`config.mk`:
```
export PLATFORM = sky130hd
export DESIGN_NAME = key_scan_debounce_flat
export DESIGN_NICKNAME = d
export VERILOG_FILES = /design/src/rtl/key_scan_debounce_pkg.sv /design/src/rtl/key_scan_debounce_if.sv /design/src/rtl/key_debounce.sv /design/src/rtl/key_scan_debounce.sv /design/src/flat_wrapper.sv
export SDC_FILE = /design/constraint.sdc
export NUM_CORES = 1
export LEC_CHECK = 0
export ABC_AREA = 1
export ABC_CLOCK_PERIOD_IN_PS = 4200
export CELL_PAD_IN_SITES_DETAIL_PLACEMENT = 2
export CELL_PAD_IN_SITES_GLOBAL_PLACEMENT = 2
export CORE_MARGIN = 1
export CORE_UTILIZATION = 42
export DETAILED_ROUTE_END_ITERATION = 6
export MAX_ROUTING_LAYER = met4
export PLACE_DENSITY_LB_ADDON = 0.1
export SYNTH_ARGS = -nofsm -noshare
export SYNTH_HDL_FRONTEND = slang
export SYNTH_SLANG_ARGS = --single-unit
```
`constraint.sdc`:
```
create_clock -name clk -period 4.2 [get_ports clk]
set_clock_uncertainty 0.1 [all_clocks]
set_input_delay 0.63 -clock clk [delete_from_list [all_inputs] [get_ports clk]]
set_output_delay 0.63 -clock clk [all_outputs]
set_load 0.01 [all_outputs]
```
`src/rtl/key_scan_debounce_pkg.sv`:
```
// Shared types and defaults for the key scanning front end.
package key_pkg;

  localparam int unsigned NUM_KEYS_DEF = 16;
  localparam int unsigned DEBOUNCE_DEF = 25000;

  function automatic int unsigned key_w(input int unsigned num_keys);
    return (num_keys < 2) ? 1 : $clog2(num_keys);
  endfunction

  localparam int unsigned KEY_W_DEF = key_w(NUM_KEYS_DEF);

  typedef struct packed {
    logic                 pressed;
    logic [KEY_W_DEF-1:0] code;
  } key_event_t;

endpackage

```
`src/rtl/key_scan_debounce_if.sv`:
```
// Key event handshake towards the Keyboard block: show-ahead head event plus ready.
interface key_scan_debounce_if #(
  parameter int unsigned KEY_W = key_pkg::KEY_W_DEF
) ();

  logic [KEY_W-1:0] key_code;
  logic             key_pressed;
  logic             key_valid;
  logic             key_ready;

  modport master (
    output key_code,
    output key_pressed,
    output key_valid,
    input  key_ready
  );

  modport slave (
    input  key_code,
    input  key_pressed,
    input  key_valid,
    output key_ready
  );

endinterface

```
`src/rtl/key_debounce.sv`:
```
// Per-key two-flop synchronizer and stable-count debouncer with an event strobe.
module key_debounce #(
  parameter int unsigned DEBOUNCE_CYCLES = key_pkg::DEBOUNCE_DEF
) (
  input  logic clk,
  input  logic rst_n,
  input  logic raw,
  output logic stable,
  output logic evt
);

  localparam int unsigned       CNT_W   = $clog2(DEBOUNCE_CYCLES);
  localparam logic [CNT_W-1:0]  CNT_MAX = CNT_W'(DEBOUNCE_CYCLES - 1);
  localparam logic [CNT_W-1:0]  CNT_ONE = CNT_W'(1);

  logic             sync1_q, sync2_q;
  logic             stable_q, stable_d;
  logic [CNT_W-1:0] cnt_q, cnt_d;

  // evt is combinational so the pending flag is set on the same edge stable flips
  always_comb begin
    cnt_d    = cnt_q;
    stable_d = stable_q;
    evt      = 1'b0;
    if (sync2_q == stable_q) begin
      cnt_d = '0;
    end else if (cnt_q == CNT_MAX) begin
      cnt_d    = '0;
      stable_d = sync2_q;
      evt      = 1'b1;
    end else begin
      cnt_d = cnt_q + CNT_ONE;
    end
  end

  always_ff @(posedge clk or negedge rst_n) begin
    if (!rst_n) begin
      sync1_q  <= 1'b0;
      sync2_q  <= 1'b0;
      stable_q <= 1'b0;
      cnt_q    <= '0;
    end else begin
      sync1_q  <= raw;
      sync2_q  <= sync1_q;
      stable_q <= stable_d;
      cnt_q    <= cnt_d;
    end
  end

  assign stable = stable_q;

endmodule

```
`src/rtl/key_scan_debounce.sv`:
```
// Debounces raw key lines, turns level changes into events and queues them in a small FIFO.
module key_scan_debounce
  import key_pkg::*;
#(
  parameter int unsigned NUM_KEYS        = NUM_KEYS_DEF,
  parameter int unsigned DEBOUNCE_CYCLES = DEBOUNCE_DEF,
  parameter int unsigned FIFO_DEPTH      = 4
) (
  input  logic                clk,
  input  logic                rst_n,
  input  logic [NUM_KEYS-1:0] raw_keys,
  output logic [NUM_KEYS-1:0] key_state,
  output logic                overflow,
  key_scan_debounce_if.master kbd
);

  localparam int unsigned     KEY_W   = key_w(NUM_KEYS);
  localparam int unsigned     PTR_W   = $clog2(FIFO_DEPTH);
  localparam logic [PTR_W:0]  PTR_ONE = (PTR_W + 1)'(1);

  typedef struct packed {
    logic             pressed;
    logic [KEY_W-1:0] code;
  } event_t;

  logic [NUM_KEYS-1:0] stable, evt;
  logic [NUM_KEYS-1:0] pend_q, pend_d, type_q, type_d;
  logic                overflow_q, overflow_d;
  logic                sel_found;
  logic [KEY_W-1:0]    sel;
  logic [PTR_W:0]      wptr_q, rptr_q;
  logic                full, empty, push, pop;
  event_t              mem_q [FIFO_DEPTH];
  event_t              head;

  for (genvar i = 0; i < NUM_KEYS; i++) begin : g_key
    key_debounce #(
      .DEBOUNCE_CYCLES(DEBOUNCE_CYCLES)
    ) u_debounce (
      .clk   (clk),
      .rst_n (rst_n),
      .raw   (raw_keys[i]),
      .stable(stable[i]),
      .evt   (evt[i])
    );
  end

  // Fixed priority: lowest pending index wins
  always_comb begin
    sel_found = 1'b0;
    sel       = '0;
    for (int i = 0; i < NUM_KEYS; i++) begin
      if (pend_q[i] && !sel_found) begin
        sel_found = 1'b1;
        sel       = KEY_W'(i);
      end
    end
  end

  assign full  = (wptr_q[PTR_W] != rptr_q[PTR_W]) &&
                 (wptr_q[PTR_W-1:0] == rptr_q[PTR_W-1:0]);
  assign empty = (wptr_q == rptr_q);
  assign push  = sel_found && !full;
  assign pop   = !empty && kbd.key_ready;

  // A new event on a key whose previous event is still unqueued replaces it and is lost
  always_comb begin
    pend_d     = pend_q;
    type_d     = type_q;
    overflow_d = overflow_q;
    if (push) begin
      pend_d[sel] = 1'b0;
    end
    for (int i = 0; i < NUM_KEYS; i++) begin
      if (evt[i]) begin
        if (pend_d[i]) begin
          overflow_d = 1'b1;
        end
        pend_d[i] = 1'b1;
        type_d[i] = ~stable[i];
      end
    end
  end

  always_ff @(posedge clk or negedge rst_n) begin
    if (!rst_n) begin
      pend_q     <= '0;
      type_q     <= '0;
      overflow_q <= 1'b0;
      wptr_q     <= '0;
      rptr_q     <= '0;
      for (int k = 0; k < FIFO_DEPTH; k++) begin
        mem_q[k] <= '0;
      end
    end else begin
      pend_q     <= pend_d;
      type_q     <= type_d;
      overflow_q <= overflow_d;
      if (push) begin
        mem_q[wptr_q[PTR_W-1:0]] <= '{pressed: type_q[sel], code: sel};
        wptr_q                   <= wptr_q + PTR_ONE;
      end
      if (pop) begin
        rptr_q <= rptr_q + PTR_ONE;
      end
    end
  end

  assign head            = mem_q[rptr_q[PTR_W-1:0]];
  assign kbd.key_valid   = !empty;
  assign kbd.key_code    = head.code;
  assign kbd.key_pressed = head.pressed;
  assign key_state       = stable;
  assign overflow        = overflow_q;

endmodule

```
`src/flat_wrapper.sv`:
```
// flat-port wrapper written by rule: the top's interface ports become plain ports
module key_scan_debounce_flat import key_pkg::*;
#(
  parameter int unsigned NUM_KEYS        = NUM_KEYS_DEF,
  parameter int unsigned DEBOUNCE_CYCLES = DEBOUNCE_DEF,
  parameter int unsigned FIFO_DEPTH      = 4
)
  (clk, rst_n, raw_keys, key_state, overflow, kbd_key_code, kbd_key_pressed, kbd_key_valid, kbd_key_ready);
  key_scan_debounce_if #(.KEY_W(KEY_W_DEF)) kbd_i ();
  input  logic clk;
  input  logic rst_n;
  input  logic [NUM_KEYS-1:0] raw_keys;
  output logic [NUM_KEYS-1:0] key_state;
  output logic overflow;
  output wire logic [$bits(kbd_i.key_code)-1:0] kbd_key_code;
  output wire logic [$bits(kbd_i.key_pressed)-1:0] kbd_key_pressed;
  output wire logic [$bits(kbd_i.key_valid)-1:0] kbd_key_valid;
  input wire logic [$bits(kbd_i.key_ready)-1:0] kbd_key_ready;
  assign kbd_key_code = kbd_i.key_code;
  assign kbd_key_pressed = kbd_i.key_pressed;
  assign kbd_key_valid = kbd_i.key_valid;
  assign kbd_i.key_ready = kbd_key_ready;
  key_scan_debounce #(.NUM_KEYS(NUM_KEYS), .DEBOUNCE_CYCLES(DEBOUNCE_CYCLES), .FIFO_DEPTH(FIFO_DEPTH)) u_core (.clk(clk), .rst_n(rst_n), .raw_keys(raw_keys), .key_state(key_state), .overflow(overflow), .kbd(kbd_i));
endmodule
```
==> impl_metrics.csv <==
group,metric,value,unit
synth,synth_largest_type_area_fraction,0.520,
global_route,grt_start_max_net_pins,97,
synth,largest_family_of_logic_cells_by_synthesized_area,"simple AND/OR/NAND/NOR gates",
flow_run,max_cap_viol_count,0,
global_route,initial_antenna_violation_count,0,
cts,ctsHoldBuffers,0,
drt,vias,13719,
layout,drive_gt1_frac,0.0608,
timing,fmax,0.316,GHz
synth,synth_adder_area_share,0.0157,
timing,worst_hold_slack,0.0122,ns
synth,ys.flop_type,"dfrtp_1",
layout,mostFrequentLayoutCells,"dfrtp_1, nand2_1, inv_1, nor2_1, nand3_1",
timing,fin_setup_tns,0,ns
die,die_x,201,um
synth,post-synth-top-area-cell,"dfrtp_1",
timing,fin_crit_sh,0.754,
die,rows,72,
cts,cts.root.buffer_cell,"clkbuf_16",
timing,report.final.slew_viol_count,0,
synth,yosys-top-cells-area,"dfrtp_1, nand2_1, inv_1",
power,irDropWorstVdd,0.000284,V
min_path,path_category_of_the_worst_min_delay_check,"in -> async",
timing,worst_slack,1.03,ns
drt,route.final.wire_length,48600,um
drt,first_pass_iters,4,
cts,tritoncts_clock_tree,"yes",
layout,ff_latch_area,8680,sq um
worst_setup_path,start_kind,"flip-flop",
timing,post-route-min-period,3.17,ns
synth,yosys_warns,0,
drt,first_iter_violations,576,
outcome,run_status,"finished clean",
drt,avgRoutedWirePerCell,19.1,um
synth,mux_share_of_post_synthesis_cell_area,0.000675,
cts,clockBufferDepth,3,
drt,vias_per_cell,5.40,
cts,cts_made_buffers,40,
global_route,gr-usage-all-layers,0.253,
layout,num-fill-cells,4289,
worst_setup_path,worstPathMaxFanout,13,
placement,hpwlAfterDp,33800,um
cts,ctsHtreeMaxLevel,2,
synth,yosysUniqueCellTypes,42,
timing,grt_setup_unrepaired,"false",
cts,cts_resized,0,
worst_setup_path,timing.setup.critical_path_class,"reg -> out",
synth,synth_simple_gate_area_share,0.284,
synth,synthArstFlopShare,1.00,
layout,synthToLayoutAreaGrowth,13.9,%
cts,numClockSinks,347,
die,floorplan.io_pins,42,
synth,yosysSeqAreaShare,0.520,
synth,synthesized_instance_count,1938,
worst_setup_path,end_kind,"primary output",
worst_setup_path,critical_path_at,2.44,ns
synth,synth_area,16700,sq um
worst_setup_path,required,3.47,ns
synth,post_synth_xor_area_fraction,0.0388,
timing,max_slew.worst_pin.slew,1.27,ns
synth,edff_count_synth,0,
synth,synth_fp_nets,1978,
layout,antenna_cells_inserted,0,
global_route,grt-ovfl-total,0,
cts,clk-insertion-delay-late,0.56,ns
cts,clkTransAtPathRegs,0.06,ns
layout,multi_input_comb_area,6730,sq um
placement,portBuffers,41,
die,fp.dieArea,40500,sq um
power,power_density,401,nW/um^2
timing,worst_slew_margin_rel,0.143,
placement,post-place-ws,1.36,ns
die,floorplan.initialDensity,0.429,
power,leak_pwr,0.00850,uW
placement,gpl.final_weighted_congestion,0.804,
die,die_height,201,um
cts,post_cts.repair.setup_buffers,0,
timing,finalSetupViolations,0,
die,core_region_area,38900,sq um
layout,fin_nets,2037,
synth,synth_area_in_compound_gates,0.0642,
drt,detail-route-antenna-nets,0,
synth,synthesized_area_divided_by_synthesized_cell_count,8.61,sq um
timing,hold_viol,0,
global_route,grt_first_pass_wirelength,81300,um
drt,remaining_drc_errors,0,
synth,synth-seq-cells,347,
power,finalPower,7620,uW
layout,leading_cell_type_in_the_layout_fill_and_taps_excluded,"dfrtp_1",
global_route,grt_pass1_vias,15813,
-- critical path, cell delays in order, from the launching register on --
cell and delay, ns:
dfrtp_1 0.60, inv_1 0.29, o21ai_0 0.34, o22ai_1 0.12
clkdlybuf4s50_1 0.53
-- sequential cells by signal, summed over array words and instances, names as in the netlist --
name / cells
u_core.g_key.u_debounce.cnt_q: 240
u_core.mem_q: 20
u_core.g_key.u_debounce.stable: 16
u_core.g_key.u_debounce.sync1_q: 16
u_core.g_key.u_debounce.sync2_q: 16
u_core.pend_q: 16
u_core.type_q: 16
u_core.rptr_q: 3
u_core.wptr_q: 3
u_core.overflow: 1
-- report_power, final --
| part | leakage (uW) | total (uW) | switching, uW | internal (uW) |
|---|---|---|---|---|
| Combinational | 0.00310 | 521 | 329 | 192 |
| Clock | 0.000668 | 3620 | 1420 | 2190 |
| Sequential | 0.00473 | 3490 | 75.8 | 3410 |
| Total | 0.00850 | 7620 | 1830 | 5790 |
-- kinds of logic (layout without fill, tap and decap cells) --
family,Yosys count,after routing
muxes,1,1
and+or+nand+nor,995,995
xor gates and xnor gates,74,74
buffers and inverters,321,407
AOI/OAI and AO/OA,179,179
adders and majority gates,21,21
DFF,347,347
-- cells in the mapped netlist, types with 4 or more instances --
cell / count
nor3_1: 93
xnor2_1: 21
inv_1: 282
xor2_1: 53
clkbuf_1: 14
nor2_4: 6
o22ai_1: 11
a211oi_1: 7
and3_1: 12
o21ai_0: 62
a21oi_1: 51
nand3_1: 101
nand4_1: 85
nor4_1: 20
dfrtp_1: 347
nor2_1: 279
nand2_1: 298
o41ai_1: 5
o21ai_1: 4
a31oi_1: 10
ha_1: 21
o21a_1: 13
inv_2: 6
buf_4: 16
nand2_2: 6
or2_2: 12
nor3b_1: 64
a221oi_1: 11
nor2_2: 5
-- metrics by stage --
step	cell area, sq um	util	instances
after floorplan	16700	-	1938
after global placement	17700	0.454	2473
after detailed placement	17700	0.454	2473
after CTS	19000	0.489	2542
after global routing	19000	0.489	2542
final	19000	0.489	2542
-- final timing paths --
kind | from | endpoint | slack [ns] | depth (start not counted)
worst max-delay path | u_core.rptr_q[0] | kbd_key_code[1] | 1.03 | 4
worst min-delay path | rst_n | u_core.g_key[0].u_debounce.cnt_q[12] | 0.01 | 1
worst max register to register | u_core.pend_q[2] | u_core.mem_q[5] | 1.25 | 14
worst min register to register | u_core.g_key[4].u_debounce.sync1_q | u_core.g_key[4].u_debounce.sync2_q | 0.24 | 0
max in group asynchronous | rst_n | u_core.g_key[13].u_debounce.cnt_q[10] | 2.97 | 2
min in group clk | u_core.g_key[4].u_debounce.sync1_q | u_core.g_key[4].u_debounce.sync2_q | 0.24 | 0
-- cell type report --
cell class	instances	area share
sequential	347	0.457
clock buffer	60	0.0645
multi-input combinational	1270	0.354
timing repair buffer	50	0.0274
inverter	288	0.0568
clock inverter	9	0.00645
tap	518	0.0341
-- routing by layer --
| layer | track usage | part of all wire | vias to the layer above |
|---|---|---|---|
| li1 | - | - | 6469 |
| met1 | 0.298 | 0.43 | 7028 |
| met2 | 0.449 | 0.52 | 135 |
| met3 | 0.0306 | 0.023 | 87 |
| met4 | 0.0806 | 0.027 | 0 |
| met5 | - | 0 | - |
(Power assumes the default switching activity.)
==> edit 1: new RTL, config.mk and constraints unchanged <==
Register the output `overflow` once more, cleared by the reset; this adds one clock of latency there. The other outputs are not delayed to match.
--- a/src/rtl/key_scan_debounce.sv
+++ b/src/rtl/key_scan_debounce.sv
@@ -112,5 +112,11 @@
   assign kbd.key_pressed = head.pressed;
   assign key_state       = stable;
-  assign overflow        = overflow_q;
+  always_ff @(posedge clk or negedge rst_n) begin
+    if (!rst_n) begin
+      overflow <= '0;
+    end else begin
+      overflow <= overflow_q;
+    end
+  end
 
 endmodule
Check against the original RTL: no difference found for any inputs over 4 cycles, from zero or initial values and one cycle with rst_n low; that may be too few to reach the edited logic, so the function may still have changed.
==> edit 1 against the unedited design <==
- utilization decreased by 0.41 points
- area after synthesis rose by 0.98%
- sequential cell count is 1 higher
- largest power group unchanged
- worst hold slack gained 0.067 ns
- cell area is 0.99% higher
- wire length down 0.11%
- setup slack improved by 0.092 ns
- cell count is 3.0% higher
- critical endpoint is now kbd_key_pressed
- combinational power decreased by 1%
- total power is 0.46% higher
- sequential share of layout area fell by 0.32 points
==> edit 1: results <==
[status]
status = complete, no violations

[routing]
vias = 14027
routedLengthMet1_mm = 21.3
wl_met3_mm = 1.10
route.met2.wl_mm = 24.8

[grt]
grt_pass1_wl_mm = 82.5
grtUsageMet3_pct = 3.42
grt_usage_pct = 25.4
grt_pass1_vias = 16199
grt_max_degree = 109
met1_usage_pct = 30.8

[floorplanning]
die_x_microns = 202

[critical_path]
r2r-end = u_core.mem_q[14]
reg2reg_depth = 16
ff2ff_setup_slack_ns = 1.22
crit_arrival_ns = 2.35

[logic_synthesis]
synthTopCellsByCount = dfrtp_1 (348), nand2_1 (319), inv_1 (302)
synthTopCellsByArea = dfrtp_1 (52%), nand2_1 (7.1%), inv_1 (6.7%), nor2_1 (6.6%), nor3_1 (3.5%)
synth_cell_type_count = 47

[timing]
max_slew.worst_pin.slew_ns = 1.06
finalHoldWorstSlack_ns = 0.0796

[power]
p_leak_nw = 8.47
ir_worst_vdd_uv = 252

[final_layout]
nets = 2103
drive_gt1_share_pct = 5.40
stdcell_count = 2617

[placement]
dp.final_hpwl_mm = 34.1
gp_congestion = 0.840
dp.cells = 2546
pre_cts_ws_ns = 1.33
-- edit 1: cell types whose count changed in the layout (fill, tap and decap cells not counted), moves of 6 or more --
cell and delta:
nand2_1 +21, nor3_1 +24, clkbuf_8 -7, o22ai_1 -6, nor4_1 +11, xor2_1 -6, nor3b_1 -11, a21oi_1 +7
inv_1 +20, nor2_1 +17
-- edit 1: how the worst max path moves through the flow --
stage	end	slack (ns)	cells after the start
after global routing	u_core.mem_q[14]	0.87	16
after CTS	kbd_key_pressed	1.10	4
final	kbd_key_pressed	1.12	4
after global placement	u_core.mem_q[19]	1.47	16
after floorplan	u_core.overflow_q	1.96	17
after detailed placement	u_core.mem_q[14]	1.33	16
-- edit 1: logic make-up (layout without fill, tap and decap cells) --
family | Yosys count | after routing | synth area share, %
flops | 348 | 348 | 51.7
simple gates | 1043 | 1043 | 28.7
mux | 2 | 2 | 0.134
fa+ha+maj | 21 | 21 | 1.56
buf+inv | 337 | 427 | 7.99
xor+xnor | 67 | 67 | 3.48
compound gates | 184 | 184 | 6.43
-- edit 1: worst max-delay path, cell delays in order, from the launching register on --
cell             delay, ns
dfrtp_1               0.52
inv_1                 0.32
nor2_1                0.08
o22ai_1               0.26
clkdlybuf4s50_1       0.61
-- edit 1: area by class of cell --
type | instances | area (sq um)
well taps | 525 | 657
inverters | 304 | 1140
multi-input cells | 1317 | 6810
flip-flops and latches | 348 | 8710
clock inverters | 17 | 223
fillers | 4371 | 20400
repair buffers | 52 | 536
clock buffers | 54 | 1130
-- edit 1: power breakdown --
group | leakage (nW) | internal [W] | total, W | switching [W]
Clock | 0.668 | 0.00220 | 0.00365 | 0.00145
Sequential | 4.74 | 0.00342 | 0.00349 | 0.0000723
Combinational | 3.06 | 0.000193 | 0.000516 | 0.000323
Total | 8.47 | 0.00582 | 0.00766 | 0.00184
==> edit 2: new RTL, same flow settings <==
Without the edit above. `DEBOUNCE_DEF`: 25000 -> 6250.
--- a/src/rtl/key_scan_debounce_pkg.sv
+++ b/src/rtl/key_scan_debounce_pkg.sv
@@ -3,5 +3,5 @@
 
   localparam int unsigned NUM_KEYS_DEF = 16;
-  localparam int unsigned DEBOUNCE_DEF = 25000;
+  localparam int unsigned DEBOUNCE_DEF = 6250;
 
   function automatic int unsigned key_w(input int unsigned num_keys);
Check against the original RTL: same outputs for any inputs over 4 cycles, from zero or initial values and one cycle with rst_n low; that may be too few to reach the edited logic, so the function may still have changed.
==> edit 2 against the unedited design <==
- the run now ends with design-rule violations left
- sequential cell count shrank 32
- cell area fell by 8.2%
- count of clock-buffer cells in the layout is 5 lower
- setup slack better by 0.056 ns
- sequential power shrank 8.6%
- area after synthesis is 8.0% lower
- critical path type unchanged
- total power is 9.3% lower
- cell count fell by 8.1%
- largest power group unchanged
- wire length down 10%
==> edit 2: results <==
[status]
violations = design-rule violations
status = complete, but fails checks

[clocking]
cts_buffer_depth = 3
cts_setup_buffers = 0
htree_num_levels = 2
cts_buffers = 37

[critical_path]
ff2ff_setup_slack_ns = 1.51
crit_arrival_ns = 2.38
r2r-end = u_core.mem_q[4]
r2r-start = u_core.pend_q[2]
endpoint = kbd_key_code[1]

[routing]
route.met2.wl_mm = 22.7
drt_iter0_drc = 418
viasPerCell = 5.34
wl_met3_mm = 1.01
firstDrtPassIters = 7
wl_per_cell_microns = 18.6
routed.top_layer = met4
routedLengthMet1_mm = 19.1
drc = 1

[logic_synthesis]
synth_cell_type_count = 38
synth_edf_count = 0
synth_mux_area_share_pct = 0.660
ys_seq_area_share_pct = 51.3
synthAdderAreaFrac_pct = 3.01
yosys_warnings = 0
syn-num-nets = 1845
synthTopCellsByArea = dfrtp_1 (51%), inv_1 (6.7%), nor2_1 (6.3%), nand2_1 (6.2%), nor3_1 (3.7%)
synth_compound_area_share_pct = 5.89
synth_xor_area_share_pct = 5.13
synthTopCellsByCount = dfrtp_1 (315), inv_1 (274), nor2_1 (258)

[placement]
dp.final_hpwl_mm = 31.2
gp_congestion = 0.847

[power]
p_clk_w = 0.00321
p_leak_nw = 7.84
pwr-share-comb_pct = 7.5
ir_worst_vdd_uv = 349
p_int_w = 0.00522
total_power_w = 0.00692

[grt]
grtUsageMet3_pct = 3.56
grt_pass1_vias = 14261
grt_max_degree = 85
grt_pass1_wl_mm = 73.3
grt_usage_pct = 24.7
grtUsageMet2_pct = 44.4
met1_usage_pct = 29.1

[final_layout]
top_regs = u_core.g_key.u_debounce.cnt_q x208, u_core.mem_q x20
nets = 1908
drive_gt1_share_pct = 4.96

[worst_hold_path]
min_path_type = flip-flop to flip-flop

[timing]
max_slew.worst_pin.slew_ns = 0.703
## edit 2: repair_timing
item                       in CTS  in global routing
hold endpoints to repair       19                  0
hold buffers                    1                  0
setup endpoints to repair       0                  0
## edit 2: metrics by stage
stage	setup WS (ns)	std cells	hold slack, ns	cell area [sq um]	util, %
2_1_floorplan	2.03	1789	0.231	15400	-
3_3_place_gp	1.72	2273	0.233	16300	45.5
3_5_place_dp	1.54	2273	0.236	16300	45.5
4_1_cts	1.04	2335	0.250	17500	48.8
5_1_grt	0.919	2335	0.260	17500	48.8
6_report	1.09	2335	0.247	17500	48.8
## edit 2: layout make-up
| type | count | area [sq um] |
|---|---|---|
| timing repair buffer | 46 | 480 |
| fill | 3883 | 18300 |
| sequential | 315 | 7880 |
| inverter | 275 | 1030 |
| clock buffer | 55 | 1140 |
| multi-input combinational | 1177 | 6290 |
| clock inverter | 6 | 61.3 |
| tap | 461 | 577 |
